--- src/rtl/uart_rx_byte_core_pkg.sv ---
// ---------------------------------------------------------------------------
// uart_rx_byte_core_pkg
// Shared constants and FSM encoding for the 8N1 UART byte receiver.
// ---------------------------------------------------------------------------
package uart_rx_byte_core_pkg;

  // Oversampling geometry: 16 ticks per bit, start bit checked at its middle.
  localparam int unsigned OVERSAMPLE  = 16;
  localparam int unsigned START_MID   = 7;
  localparam int unsigned SAMPLE_LAST = 15;
  localparam int unsigned SAMPLE_W    = 4;

  // Frame payload geometry.
  localparam int unsigned DATA_BITS   = 8;
  localparam int unsigned BIT_CNT_W   = 3;

  // Receiver FSM encoding.
  typedef enum logic [1:0] {
    ST_IDLE  = 2'd0,
    ST_START = 2'd1,
    ST_DATA  = 2'd2,
    ST_STOP  = 2'd3
  } rx_state_e;

  // Clocks per oversample tick, integer-truncated.
  function automatic int unsigned calc_divisor(input int unsigned clk_hz,
                                               input int unsigned baud);
    return clk_hz / (baud * OVERSAMPLE);
  endfunction

endpackage

--- src/rtl/uart_oversample_tick_generator.sv ---
// ---------------------------------------------------------------------------
// uart_oversample_tick_generator
// Free-running divider that emits a one-clk pulse every DIVISOR clocks.
// The phase is never re-aligned to the serial line.
//
// Ports:
//   clk   - system clock, rising edge
//   reset - asynchronous active-low reset
//   tick  - registered one-clk pulse, period DIVISOR clocks
// ---------------------------------------------------------------------------
module uart_oversample_tick_generator
  import uart_rx_byte_core_pkg::*;
#(
  parameter int unsigned DIVISOR = 2
) (
  input  logic clk,
  input  logic reset,
  output logic tick
);

  // Divisor below 2 would leave no room for a tick-free clock between pulses.
  if (DIVISOR < 2) begin : g_bad_divisor
    $error("uart_oversample_tick_generator: DIVISOR must be >= 2");
  end

  localparam int unsigned CNT_W = (DIVISOR < 2) ? 1 : $clog2(DIVISOR);
  localparam logic [CNT_W-1:0] CNT_LAST = CNT_W'(DIVISOR - 1);

  logic [CNT_W-1:0] cnt_q, cnt_d;
  logic             tick_q, tick_d;

  // Next count and tick pulse.
  always_comb begin
    cnt_d  = cnt_q + CNT_W'(1);
    tick_d = 1'b0;
    if (cnt_q == CNT_LAST) begin
      cnt_d  = '0;
      tick_d = 1'b1;
    end
  end

  // Counter and tick registers.
  always_ff @(posedge clk or negedge reset) begin
    if (!reset) begin
      cnt_q  <= '0;
      tick_q <= 1'b0;
    end else begin
      cnt_q  <= cnt_d;
      tick_q <= tick_d;
    end
  end

  assign tick = tick_q;

endmodule

--- src/rtl/uart_rx_byte_core.sv ---
// ---------------------------------------------------------------------------
// uart_rx_byte_core
// 8N1, LSB-first UART receiver with 16x oversampling, glitch rejection on the
// start bit, sticky framing-error flag and break handling.
//
// Ports:
//   clk           - system clock, rising edge
//   reset         - asynchronous active-low reset
//   rx            - asynchronous serial line, idle high
//   rx_data       - last correctly framed byte, held until the next good one
//   rx_done_tick  - one-clk pulse in the clock rx_data updates
//   framing_error - sticky: last completed frame had a low stop bit
//   rx_busy       - high while a frame is in progress
// ---------------------------------------------------------------------------
module uart_rx_byte_core #(
  parameter int unsigned CLK_FREQ_HZ = 3200,
  parameter int unsigned BAUD_RATE   = 100,
  parameter int unsigned OVERSAMPLE  = 16
) (
  input  logic       clk,
  input  logic       reset,
  input  logic       rx,
  output logic [7:0] rx_data,
  output logic       rx_done_tick,
  output logic       framing_error,
  output logic       rx_busy
);

  import uart_rx_byte_core_pkg::*;

  if (OVERSAMPLE != uart_rx_byte_core_pkg::OVERSAMPLE) begin : g_bad_oversample
    $error("uart_rx_byte_core: OVERSAMPLE is fixed at 16");
  end

  localparam int unsigned DIVISOR = calc_divisor(CLK_FREQ_HZ, BAUD_RATE);

  localparam logic [SAMPLE_W-1:0]  S_START_MID = SAMPLE_W'(START_MID);
  localparam logic [SAMPLE_W-1:0]  S_LAST      = SAMPLE_W'(SAMPLE_LAST);
  localparam logic [BIT_CNT_W-1:0] N_LAST      = BIT_CNT_W'(DATA_BITS - 1);

  // Oversample tick.
  logic tick;

  uart_oversample_tick_generator #(
    .DIVISOR (DIVISOR)
  ) u_tick_gen (
    .clk   (clk),
    .reset (reset),
    .tick  (tick)
  );

  // Line synchronizer and falling-edge detector.
  // vld_q tracks how far real line samples have propagated since reset, so the
  // reset value of the synchronizer (1) can never fake a falling edge when rx
  // is held low across reset release.
  logic       sync1_q, sync2_q;
  logic [1:0] vld_q;
  logic       prev_vld_q;
  logic       rx_prev_q;
  logic       rx_s;
  logic       fall_c;

  always_ff @(posedge clk or negedge reset) begin
    if (!reset) begin
      sync1_q    <= 1'b1;
      sync2_q    <= 1'b1;
      vld_q      <= 2'b00;
      prev_vld_q <= 1'b0;
      rx_prev_q  <= 1'b1;
    end else begin
      sync1_q    <= rx;
      sync2_q    <= sync1_q;
      vld_q      <= {vld_q[0], 1'b1};
      prev_vld_q <= vld_q[1];
      rx_prev_q  <= rx_s;
    end
  end

  assign rx_s   = sync2_q;
  assign fall_c = prev_vld_q & rx_prev_q & ~rx_s;

  // Receiver FSM and datapath state.
  rx_state_e            state_q, state_d;
  logic [SAMPLE_W-1:0]  s_q, s_d;
  logic [BIT_CNT_W-1:0] n_q, n_d;
  logic [7:0]           shift_q, shift_d;
  logic [7:0]           data_q, data_d;
  logic                 done_q, done_d;
  logic                 ferr_q, ferr_d;
  logic                 busy_q, busy_d;

  always_ff @(posedge clk or negedge reset) begin
    if (!reset) begin
      state_q <= ST_IDLE;
      s_q     <= '0;
      n_q     <= '0;
      shift_q <= '0;
      data_q  <= '0;
      done_q  <= 1'b0;
      ferr_q  <= 1'b0;
      busy_q  <= 1'b0;
    end else begin
      state_q <= state_d;
      s_q     <= s_d;
      n_q     <= n_d;
      shift_q <= shift_d;
      data_q  <= data_d;
      done_q  <= done_d;
      ferr_q  <= ferr_d;
      busy_q  <= busy_d;
    end
  end

  // Next-state and output logic.
  always_comb begin
    state_d = state_q;
    s_d     = s_q;
    n_d     = n_q;
    shift_d = shift_q;
    data_d  = data_q;
    done_d  = 1'b0;
    ferr_d  = ferr_q;

    unique case (state_q)
      ST_IDLE: begin
        if (fall_c) begin
          state_d = ST_START;
          s_d     = '0;
        end
      end

      // Re-check the line at the middle of the start bit to reject glitches.
      ST_START: begin
        if (tick) begin
          if (s_q == S_START_MID) begin
            if (!rx_s) begin
              state_d = ST_DATA;
              s_d     = '0;
              n_d     = '0;
            end else begin
              state_d = ST_IDLE;
            end
          end else begin
            s_d = s_q + SAMPLE_W'(1);
          end
        end
      end

      // Sample each data bit at its middle, LSB first.
      ST_DATA: begin
        if (tick) begin
          if (s_q == S_LAST) begin
            s_d     = '0;
            shift_d = {rx_s, shift_q[7:1]};
            if (n_q == N_LAST) begin
              state_d = ST_STOP;
            end else begin
              n_d = n_q + BIT_CNT_W'(1);
            end
          end else begin
            s_d = s_q + SAMPLE_W'(1);
          end
        end
      end

      // Commit the byte only on a high stop bit; leave at the stop midpoint so
      // a back-to-back start edge is seen from IDLE.
      ST_STOP: begin
        if (tick) begin
          if (s_q == S_LAST) begin
            state_d = ST_IDLE;
            if (rx_s) begin
              data_d = shift_q;
              done_d = 1'b1;
              ferr_d = 1'b0;
            end else begin
              ferr_d = 1'b1;
            end
          end else begin
            s_d = s_q + SAMPLE_W'(1);
          end
        end
      end

      default: begin
        state_d = ST_IDLE;
      end
    endcase

    busy_d = (state_d != ST_IDLE);
  end

  assign rx_data       = data_q;
  assign rx_done_tick  = done_q;
  assign framing_error = ferr_q;
  assign rx_busy       = busy_q;

endmodule

--- config.mk ---
export PLATFORM = sky130hd
export DESIGN_NAME = uart_rx_byte_core
export DESIGN_NICKNAME = d
export VERILOG_FILES = /design/src/rtl/uart_rx_byte_core_pkg.sv /design/src/rtl/uart_oversample_tick_generator.sv /design/src/rtl/uart_rx_byte_core.sv
export SDC_FILE = /design/constraint.sdc
export NUM_CORES = 1
export LEC_CHECK = 0
export BUFFER_PORTS_ARGS = -buffer_cell sky130_fd_sc_hd__buf_2
export CAP_MARGIN = 20
export CORE_MARGIN = 8
export CORE_UTILIZATION = 30
export CTS_CLUSTER_DIAMETER = 30
export DETAILED_ROUTE_END_ITERATION = 10
export GPL_ROUTABILITY_DRIVEN = 0
export PLACE_DENSITY_LB_ADDON = 0.2
export SLEW_MARGIN = 20
export SYNTH_ARGS = -nofsm -noshare
export SYNTH_HDL_FRONTEND = slang
export SYNTH_HIERARCHICAL = 1
export SYNTH_SLANG_ARGS = --single-unit
--- constraint.sdc ---
create_clock -name clk -period 4.1 [get_ports clk]
set_clock_uncertainty 0.05 [all_clocks]
set_input_delay 1.23 -clock clk [delete_from_list [all_inputs] [get_ports clk]]
set_output_delay 1.23 -clock clk [all_outputs]
set_load 0.01 [all_outputs]
==> results of run 1 <==
sequential cells by signal (all words and copies together), names as in the netlist, 2 cells and up:
name     count
n_q          3
rx_data      8
s_q          4
shift_q      8
state_q      2
vld_q        2
layout make-up:
| type | instances | area share (%) |
|---|---|---|
| Clock buffer | 6 | 4.57 |
| Tap cell | 70 | 4.85 |
| Clock inverter | 2 | 0.554 |
| Sequential cell | 36 | 50.1 |
| Multi-Input combinational cell | 69 | 34.9 |
| Timing Repair Buffer | 13 | 3.60 |
| Inverter | 7 | 1.45 |
final timing paths:
path / cells after the start / slack, ns / end
min reg2reg: 0 / 0.30 / prev_vld_q$_DFF_PN0_
max in group asynchronous: 1 / 2.52 / s_q[1]$_DFFE_PN0P_
min in group asynchronous: 1 / 0.98 / shift_q[7]$_DFFE_PN0P_
max: 1 / 2.01 / framing_error
max reg2reg: 6 / 2.24 / n_q[1]$_DFFE_PN0P_
min: 0 / 0.30 / prev_vld_q$_DFF_PN0_
metrics by stage:
stage / setup WS, ns / power, uW / util, %
floorplan: 2.36 / 578 / -
global placement: 2.19 / 603 / 33.6
finish: 2.01 / 861 / 35.4
detailed placement: 2.13 / 613 / 33.6
global route: 1.97 / 913 / 35.4
CTS: 1.99 / 870 / 35.4
layer usage:
metal / share of wire, % / track usage [%] / vias up / wire length [microns]
li1: - / - / 437 / -
met1: 50 / 10.7 / 471 / 1350
met2: 44 / 10.6 / 17 / 1200
met3: 3.7 / 2.88 / 7 / 101
met4: 1.8 / 3.23 / 0 / 49
met5: 0 / 0 / - / 0
synth_stat cells, types with 3 or more instances:
| cell type | count |
|---|---|
| dfrtp_1 | 33 |
| mux2_4 | 11 |
| mux2_2 | 8 |
| inv_1 | 7 |
| nand2_1 | 5 |
| nor2_1 | 5 |
| o21ai_0 | 4 |
| dfstp_2 | 3 |
| ha_1 | 3 |
| mux2i_1 | 3 |
power breakdown:
part           internal [uW]  switching [uW]  leakage, uW
clock                    134             121    0.0000510
combinational           66.5            91.8     0.000385
sequential               393            54.3     0.000471
logic make-up after synthesis:
| family | share of synthesized area (%) |
|---|---|
| flops | 57.3 |
| simple gates | 10.8 |
| mux | 18.8 |
| compound gates | 7.22 |
| buf+inv | 2.70 |
| fa+ha+maj | 2.38 |
| other cells | 0.238 |
| xor+xnor | 0.555 |
==> flow_metrics.env, run 1 <==
export IMPL_finalCriticalPeriod_ns=2.09
export IMPL_synth_top_area_share_pct=52.3
export IMPL_fillCellCount=512
export IMPL_vdd_drop_max_v=0.000200
export IMPL_cap_violations=0
export IMPL_critPathMaxFanout=2
export IMPL_worstPathCellList="buf_2"
export IMPL_drc=0
export IMPL_rr_startpoint="n_q[0]$_DFFE_PN0P_"
export IMPL_cp_end_kind="output pin"
export IMPL_crit_type="reg2out"
export IMPL_n_antenna_cell=0
export IMPL_critPathBufInv=1
export IMPL_ant_nets=0
export IMPL_async_reset_ff_share_pct=100
export IMPL_drtIter0Drc=50
export IMPL_dieArea_sq_um=7840
export IMPL_drive_gt1_share_pct=37.6
export IMPL_rsz0062_at_grt="no"
export IMPL_dp_hpwl_microns=1840
export IMPL_synthCells=114
export IMPL_relSlewSlack_pct=46.8
export IMPL_fin_tns_setup_ns=0
export IMPL_ys_seq_area_share_pct=57.3
export IMPL_wl_microns=2700
export IMPL_placed_area_sq_um=1710
export IMPL_ys_warnings_count=6
export IMPL_slowest_delay_ns=0.39
export IMPL_syn_area_per_cell_sq_um=13.8
export IMPL_design_area_sq_um=1810
export IMPL_die_x_microns=88.5
export IMPL_track_usage_pct=7.79
export IMPL_cts_sinks=36
export IMPL_core_area_sq_um=5110
export IMPL_slew_violations=0
export IMPL_power_leakage_uw=0.000907
export IMPL_synth_edf_count=0
export IMPL_clockBufferDepth=2
export IMPL_cts_buffers=5
export IMPL_hold_viol=0
export IMPL_num_nets_final=138
export IMPL_vias_per_cell=4.59
export IMPL_io_buffer_count=13
export IMPL_ioPinCount=14
export IMPL_setup_violations=0
export IMPL_layout_cells_non_filler=203
export IMPL_timing_critical_path_slowest_stage_cell="dfrtp_1"
export IMPL_startpoint_type="flip-flop"
export IMPL_syn_area_sq_um=1580
export IMPL_cts_tree="yes"
export IMPL_crit_family="flip-flops"
export IMPL_firstDrtPassIters=4
export IMPL_mostFrequentLayoutCells="33 x dfrtp_1, 13 x buf_2, 11 x mux2_4"
export IMPL_syn_to_final_growth_pct=14.5
export IMPL_grt_max_degree=37
export IMPL_status="complete, no violations"
export IMPL_cts_hold_buffers=0
export IMPL_cts_max_level=2
export IMPL_ff_latch_area_sq_um=905
export IMPL_dp_cells=195
export IMPL_final_common_cell="dfrtp_1"
export IMPL_vias=932
export IMPL_syn_num_nets=120
export IMPL_hp_class="reg2reg"
export IMPL_cts_setup_buffers=0
export IMPL_synthDistinctLibCells=36
export IMPL_synth_flop_cell="dfrtp_1"
export IMPL_num_rows=26
export IMPL_yosysTopAreaCell="dfrtp_1"
export IMPL_arrival_ns=0.81
export IMPL_routedWlPerCell_microns=13.3
export IMPL_max_freq_mhz=478
export IMPL_fp_dieH_microns=88.5
export IMPL_multi_input_area_sq_um=631
export IMPL_grt_pass1_wl_microns=4640
export IMPL_startpoint="framing_error$_DFFE_PN0P_"
export IMPL_ys_seq_elements=36
export IMPL_holdWs_ns=0.300
export IMPL_clk_latency_ns=0.28
export IMPL_cts_root_buffer="clkbuf_8"
export IMPL_worstHoldStart="vld_q[1]$_DFF_PN0_"
export IMPL_globalRouteOverflowTotal=0
export IMPL_finalCritPeriodShare_pct=51.0
export IMPL_start_util_pct=30.9
export IMPL_path_clk_slew_ns=0.07
export IMPL_worstMarginPinSlew_ns=0.798
export IMPL_antenna_found_initial=0
export IMPL_crit_required_ns=2.82
export IMPL_p_per_area_nw_per_um2=477
export IMPL_ctsResizeCount=0
export IMPL_yosys_top_cells_area="dfrtp_1 52%, mux2_4 10%, mux2_2 5.7%, dfstp_2 5.0%, ha_1 2.4%"
export IMPL_grt_pass1_vias=917
Power figures use the tool's default switching activity.
==> run 2, diff against run 1 <==
==> constraint.sdc (replaced) <==
create_clock -name clk -period 1.9 [get_ports clk]
set_clock_uncertainty 0.05 [all_clocks]
set_input_delay 0.57 -clock clk [delete_from_list [all_inputs] [get_ports clk]]
set_output_delay 0.57 -clock clk [all_outputs]
set_load 0.01 [all_outputs]
==> flow_metrics.env, run 2 (synthesis results as in run 1) <==
export IMPL_track_usage_pct=7.75
export IMPL_seqPwrFrac_pct=52.5
export IMPL_critPathMaxFanout=3
export IMPL_dieArea_sq_um=7840
export IMPL_cts_max_level=2
export IMPL_r2r_cells=6
export IMPL_holdWs_ns=0.260
export IMPL_worstPathCellList="ha_2 -> ha_1 -> nor2b_4 -> a2bb2oi_2 -> nor3b_4 -> mux2_4"
export IMPL_cp_num_cells=6
export IMPL_start_util_pct=30.9
export IMPL_p_per_area_nw_per_um2=1000
export IMPL_dp_cells=196
export IMPL_die_x_microns=88.5
export IMPL_core_area_sq_um=5110
export IMPL_drtIter0Drc=59
export IMPL_clk_latency_ns=0.28
export IMPL_hold_viol=0
export IMPL_critPathBufInv=0
export IMPL_power_leakage_uw=0.000916
export IMPL_slew_violations=0
export IMPL_slowest_delay_ns=0.38
export IMPL_dp_hpwl_microns=1840
export IMPL_cts_tree="yes"
export IMPL_startpoint_type="flip-flop"
export IMPL_crit_type="reg2reg"
export IMPL_use_met3_pct=3.81
export IMPL_cap_violations=0
export IMPL_rr_startpoint="n_q[1]$_DFFE_PN0P_"
export IMPL_num_nets_final=142
export IMPL_placed_area_sq_um=1720
export IMPL_final_common_cell="dfrtp_1"
export IMPL_p_clk_share_pct=27.4
export IMPL_cts_sinks=36
export IMPL_drive_gt1_share_pct=40.9
export IMPL_timing_rr_end="n_q[1]$_DFFE_PN0P_"
export IMPL_met1_usage_pct=8.66
export IMPL_status="complete, no violations"
export IMPL_rsz0062_at_grt="no"
export IMPL_finalCritPeriodShare_pct=94.6
export IMPL_num_rows=26
export IMPL_cp_end_kind="flip-flop"
export IMPL_setup_violations=0
export IMPL_wl_microns=2590
export IMPL_grt_max_degree=37
export IMPL_crit_family="simple AND/OR/NAND/NOR gates"
export IMPL_fp_dieH_microns=88.5
export IMPL_io_buffer_count=13
export IMPL_globalRouteOverflowTotal=0
export IMPL_use_met2_pct=11.9
export IMPL_grt_pass1_vias=957
export IMPL_max_freq_mhz=556
export IMPL_fillCellCount=521
export IMPL_finalCriticalPeriod_ns=1.80
export IMPL_design_area_sq_um=1840
export IMPL_vias_per_cell=4.48
export IMPL_power_report_internal_total_uw=1280
export IMPL_mostFrequentLayoutCells="32 x dfrtp_1, 13 x buf_2, 11 x mux2_4"
export IMPL_cts_buffers=5
export IMPL_fin_tns_setup_ns=0
export IMPL_firstDrtPassIters=4
export IMPL_vias=928
export IMPL_r2r_slack_ns=0.10
export IMPL_ant_nets=0
export IMPL_path_clk_slew_ns=0.07
export IMPL_drc=0
export IMPL_hp_class="in2async"
export IMPL_grt_pass1_wl_microns=4540
export IMPL_crit_required_ns=2.02
export IMPL_arrival_ns=1.92
export IMPL_p_sw_uw=572
export IMPL_p_comb_share_pct=20.1
export IMPL_swShare_pct=30.9
export IMPL_routedWlPerCell_microns=12.5
export IMPL_timing_critical_path_slowest_stage_cell="dfrtp_1"
export IMPL_vdd_drop_max_v=0.000505
export IMPL_top_usage_layer="met2"
export IMPL_ioPinCount=14
export IMPL_n_antenna_cell=0
export IMPL_final_util_pct=36.1
export IMPL_antenna_found_initial=0
export IMPL_layout_cells_non_filler=207
export IMPL_cts_root_buffer="clkbuf_8"
export IMPL_syn_to_final_growth_pct=16.8
export IMPL_clockBufferDepth=2
## run 2: repair_timing
| action | CTS | global route |
|---|---|---|
| setup buffers | 2 | 1 |
| hold buffers | 0 | 0 |
| gates resized for setup | 2 | 3 |
| pin swaps | 1 | 2 |
| setup endpoints to repair | 3 | 3 |
## run 2: power groups by stage
stage	sequential (uW)	combinational, uW	clock, uW
3_5_place_dp	976	342	0
5_1_grt	990	425	564
2_1_floorplan	920	327	0
6_report	970	372	507
3_3_place_gp	970	329	0
4_1_cts	963	373	536
## run 2: layout make-up
type	count	area (sq um)	share of cell area (%)
clock inverters	1	5.00	0.272
well taps	70	87.6	4.75
flip-flops and latches	36	906	49.2
clock buffers	7	76.3	4.14
repair buffers	17	95.1	5.16
inverters	7	26.3	1.43
multi-input cells	69	647	35.1
## run 2: routing by layer
| metal | wire length [microns] | up-vias |
|---|---|---|
| li1 | - | 445 |
| met1 | 1170 | 463 |
| met2 | 1240 | 13 |
| met3 | 127 | 7 |
| met4 | 59 | 0 |
| met5 | 0 | - |
## run 2: how the worst max path moves through the flow
stage,start,to,slack (ns)
final,n_q[1]$_DFFE_PN0P_,n_q[1]$_DFFE_PN0P_,0.10
after detailed placement,n_q[0]$_DFFE_PN0P_,n_q[1]$_DFFE_PN0P_,-0.002
after floorplan,n_q[0]$_DFFE_PN0P_,n_q[0]$_DFFE_PN0P_,0.16
after CTS,n_q[0]$_DFFE_PN0P_,n_q[1]$_DFFE_PN0P_,0.02
after global routing,s_q[0]$_DFFE_PN0P_,rx_data[7]$_DFFE_PN0P_,0.005
after global placement,n_q[0]$_DFFE_PN0P_,n_q[0]$_DFFE_PN0P_,0.1
## run 2: stage by stage
stage | setup WS (ns) | power (uW)
after floorplan | 0.158 | 1250
after global placement | 0.0967 | 1300
after detailed placement | -0.00178 | 1320
after CTS | 0.0222 | 1870
after global routing | 0.00496 | 1980
final | 0.102 | 1850
## run 2: worst register-to-register path, cell delays in order, from the launching register on
cell and delay, ns:
dfrtp_1 0.38, ha_2 0.19, ha_1 0.18, nor2b_4 0.13
a2bb2oi_2 0.14, nor3b_4 0.29, mux2_4 0.33
==> run 3, diff against run 2 <==
--- a/config.mk
+++ b/config.mk
@@ -9,7 +9,7 @@
 export CAP_MARGIN = 20
 export CORE_MARGIN = 8
 export CORE_UTILIZATION = 30
-export CTS_CLUSTER_DIAMETER = 30
+export CTS_CLUSTER_DIAMETER = 150
 export DETAILED_ROUTE_END_ITERATION = 10
 export GPL_ROUTABILITY_DRIVEN = 0
 export PLACE_DENSITY_LB_ADDON = 0.2
==> constraint.sdc (replaced) <==
create_clock -name clk -period 1.5 [get_ports clk]
set_clock_uncertainty 0.05 [all_clocks]
set_input_delay 0.45 -clock clk [delete_from_list [all_inputs] [get_ports clk]]
set_output_delay 0.45 -clock clk [all_outputs]
set_load 0.01 [all_outputs]
==> flow_metrics.env, run 3 (synthesis results as in run 1) <==
export IMPL_status="finished, violations left"
export IMPL_violations="negative setup slack"
export IMPL_ant_nets=0
export IMPL_r2r_cells=6
export IMPL_wl_microns=3280
export IMPL_fp_dieH_microns=88.5
export IMPL_drtIter0Drc=41
export IMPL_dp_hpwl_microns=2140
export IMPL_cts_root_buffer="clkbuf_8"
export IMPL_track_usage_pct=9.14
export IMPL_vdd_drop_max_v=0.000694
export IMPL_drc=0
export IMPL_drive_gt1_share_pct=61.6
export IMPL_p_comb_share_pct=38.7
export IMPL_max_freq_mhz=573
export IMPL_grt_max_degree=17
export IMPL_cp_end_kind="flip-flop"
export IMPL_p_sw_uw=974
export IMPL_hp_class="in2async"
export IMPL_finalCriticalPeriod_ns=1.75
export IMPL_n_antenna_cell=0
export IMPL_firstDrtPassIters=4
export IMPL_grt_pass1_wl_microns=5480
export IMPL_r2r_slack_ns=-0.25
export IMPL_crit_required_ns=1.62
export IMPL_start_util_pct=30.9
export IMPL_timing_rr_end="n_q[1]$_DFFE_PN0P_"
export IMPL_crit_type="reg2reg"
export IMPL_antenna_found_initial=0
export IMPL_worst_slack_ns=-0.245
export IMPL_dieArea_sq_um=7840
export IMPL_setup_violations=14
export IMPL_rsz0062_at_grt="yes"
export IMPL_io_buffer_count=13
export IMPL_slew_violations=0
export IMPL_vias_per_cell=4.48
export IMPL_rr_startpoint="n_q[1]$_DFFE_PN0P_"
export IMPL_cap_violations=0
export IMPL_finalCritPeriodShare_pct=116
export IMPL_p_per_area_nw_per_um2=1340
export IMPL_routedWlPerCell_microns=13.5
export IMPL_arrival_ns=1.86
export IMPL_fillCellCount=485
export IMPL_cts_buffers=5
export IMPL_clk_latency_ns=0.28
export IMPL_clockBufferDepth=2
export IMPL_ioPinCount=14
export IMPL_critPathMaxFanout=3
export IMPL_p_clk_share_pct=23.0
export IMPL_grt_pass1_vias=1193
export IMPL_cts_sinks=36
export IMPL_path_clk_slew_ns=0.08
export IMPL_power_leakage_uw=0.00112
export IMPL_num_nets_final=177
export IMPL_cts_tree="yes"
export IMPL_vias=1084
export IMPL_final_common_cell="dfrtp_1"
export IMPL_power_total_uw=3090
export IMPL_hold_viol=0
export IMPL_seqPwrFrac_pct=38.3
export IMPL_power_report_internal_total_uw=2120
export IMPL_cts_max_level=2
export IMPL_core_area_sq_um=5110
export IMPL_syn_to_final_growth_pct=46.4
export IMPL_num_rows=26
export IMPL_mostFrequentLayoutCells="31 x dfrtp_1, 28 x buf_4, 19 x mux2_4"
export IMPL_pre_cts_ws_ns=-0.282
export IMPL_die_x_microns=88.5
export IMPL_startpoint_type="flip-flop"
export IMPL_globalRouteOverflowTotal=0
export IMPL_swShare_pct=31.5
-- run 3: cell types whose count changed in the layout (fill, tap and decap cells not counted), sizes merged --
cell,delta
clkinv,-1
buf,+35
clkinvlp,+1
-- run 3: power groups by stage --
| stage | clock, uW | combinational (uW) | sequential [uW] |
|---|---|---|---|
| floorplan | 0 | 428 | 1170 |
| global placement | 0 | 665 | 1210 |
| detailed placement | 0 | 688 | 1220 |
| CTS | 743 | 1100 | 1180 |
| global route | 783 | 1290 | 1200 |
| finish | 712 | 1200 | 1180 |
-- run 3: critical path, cell delays in order (launching register included) --
cell and delay (ns):
dfrtp_1 0.38, ha_2 0.20, ha_4 0.15, nor2b_4 0.12, a2bb2oi_2 0.13, nor3b_4 0.27
mux2_4 0.32
-- run 3: worst max path at each step --
stage / from / to / slack, ns / cells past startpoint
finish: n_q[1]$_DFFE_PN0P_ / n_q[1]$_DFFE_PN0P_ / -0.25 / 6
global route: n_q[1]$_DFFE_PN0P_ / n_q[0]$_DFFE_PN0P_ / -0.30 / 6
CTS: n_q[0]$_DFFE_PN0P_ / n_q[1]$_DFFE_PN0P_ / -0.26 / 6
detailed placement: n_q[1]$_DFFE_PN0P_ / n_q[2]$_DFFE_PN0P_ / -0.28 / 6
global placement: n_q[1]$_DFFE_PN0P_ / n_q[1]$_DFFE_PN0P_ / -0.24 / 6
floorplan: n_q[0]$_DFFE_PN0P_ / n_q[0]$_DFFE_PN0P_ / -0.20 / 6
-- run 3: layout make-up --
cell class                      count  area, sq um  area share, %
Inverter                            7         26.3           1.14
Clock inverter                      1         7.51          0.325
Multi-Input combinational cell     69          787           34.1
Timing Repair Buffer               52          408           17.7
Tap cell                           70         87.6           3.79
Clock buffer                        7         86.3           3.74
Sequential cell                    36          907           39.3
-- run 3: through the flow --
stage / instance area [sq um] / cells / util, % / setup TNS (ns) / hold WS, ns
floorplan: 1600 / 114 / - / -1.56 / 0.104
global placement: 1910 / 219 / 37.5 / -2.31 / 0.283
detailed placement: 1910 / 219 / 37.5 / -2.72 / 0.291
CTS: 2220 / 239 / 43.6 / -1.08 / 0.0237
global route: 2310 / 242 / 45.2 / -2.79 / 0.0327
finish: 2310 / 242 / 45.2 / -1.33 / 0.0141
-- run 3: repair_timing --
item | in CTS | in global routing
setup buffers | 12 | 4
setup endpoints to repair | 25 | 26
hold buffers | 0 | 0
gates resized for setup | 27 | 17
pin swaps | 11 | 6
-- run 3: routing by layer --
layer	share of wire [%]	up-vias	global-route usage (%)
met2	50	18	15.5
met4	1.4	0	3.69
li1	-	514	-
met1	44	545	10.3
met5	0	-	0
met3	4.2	7	3.06
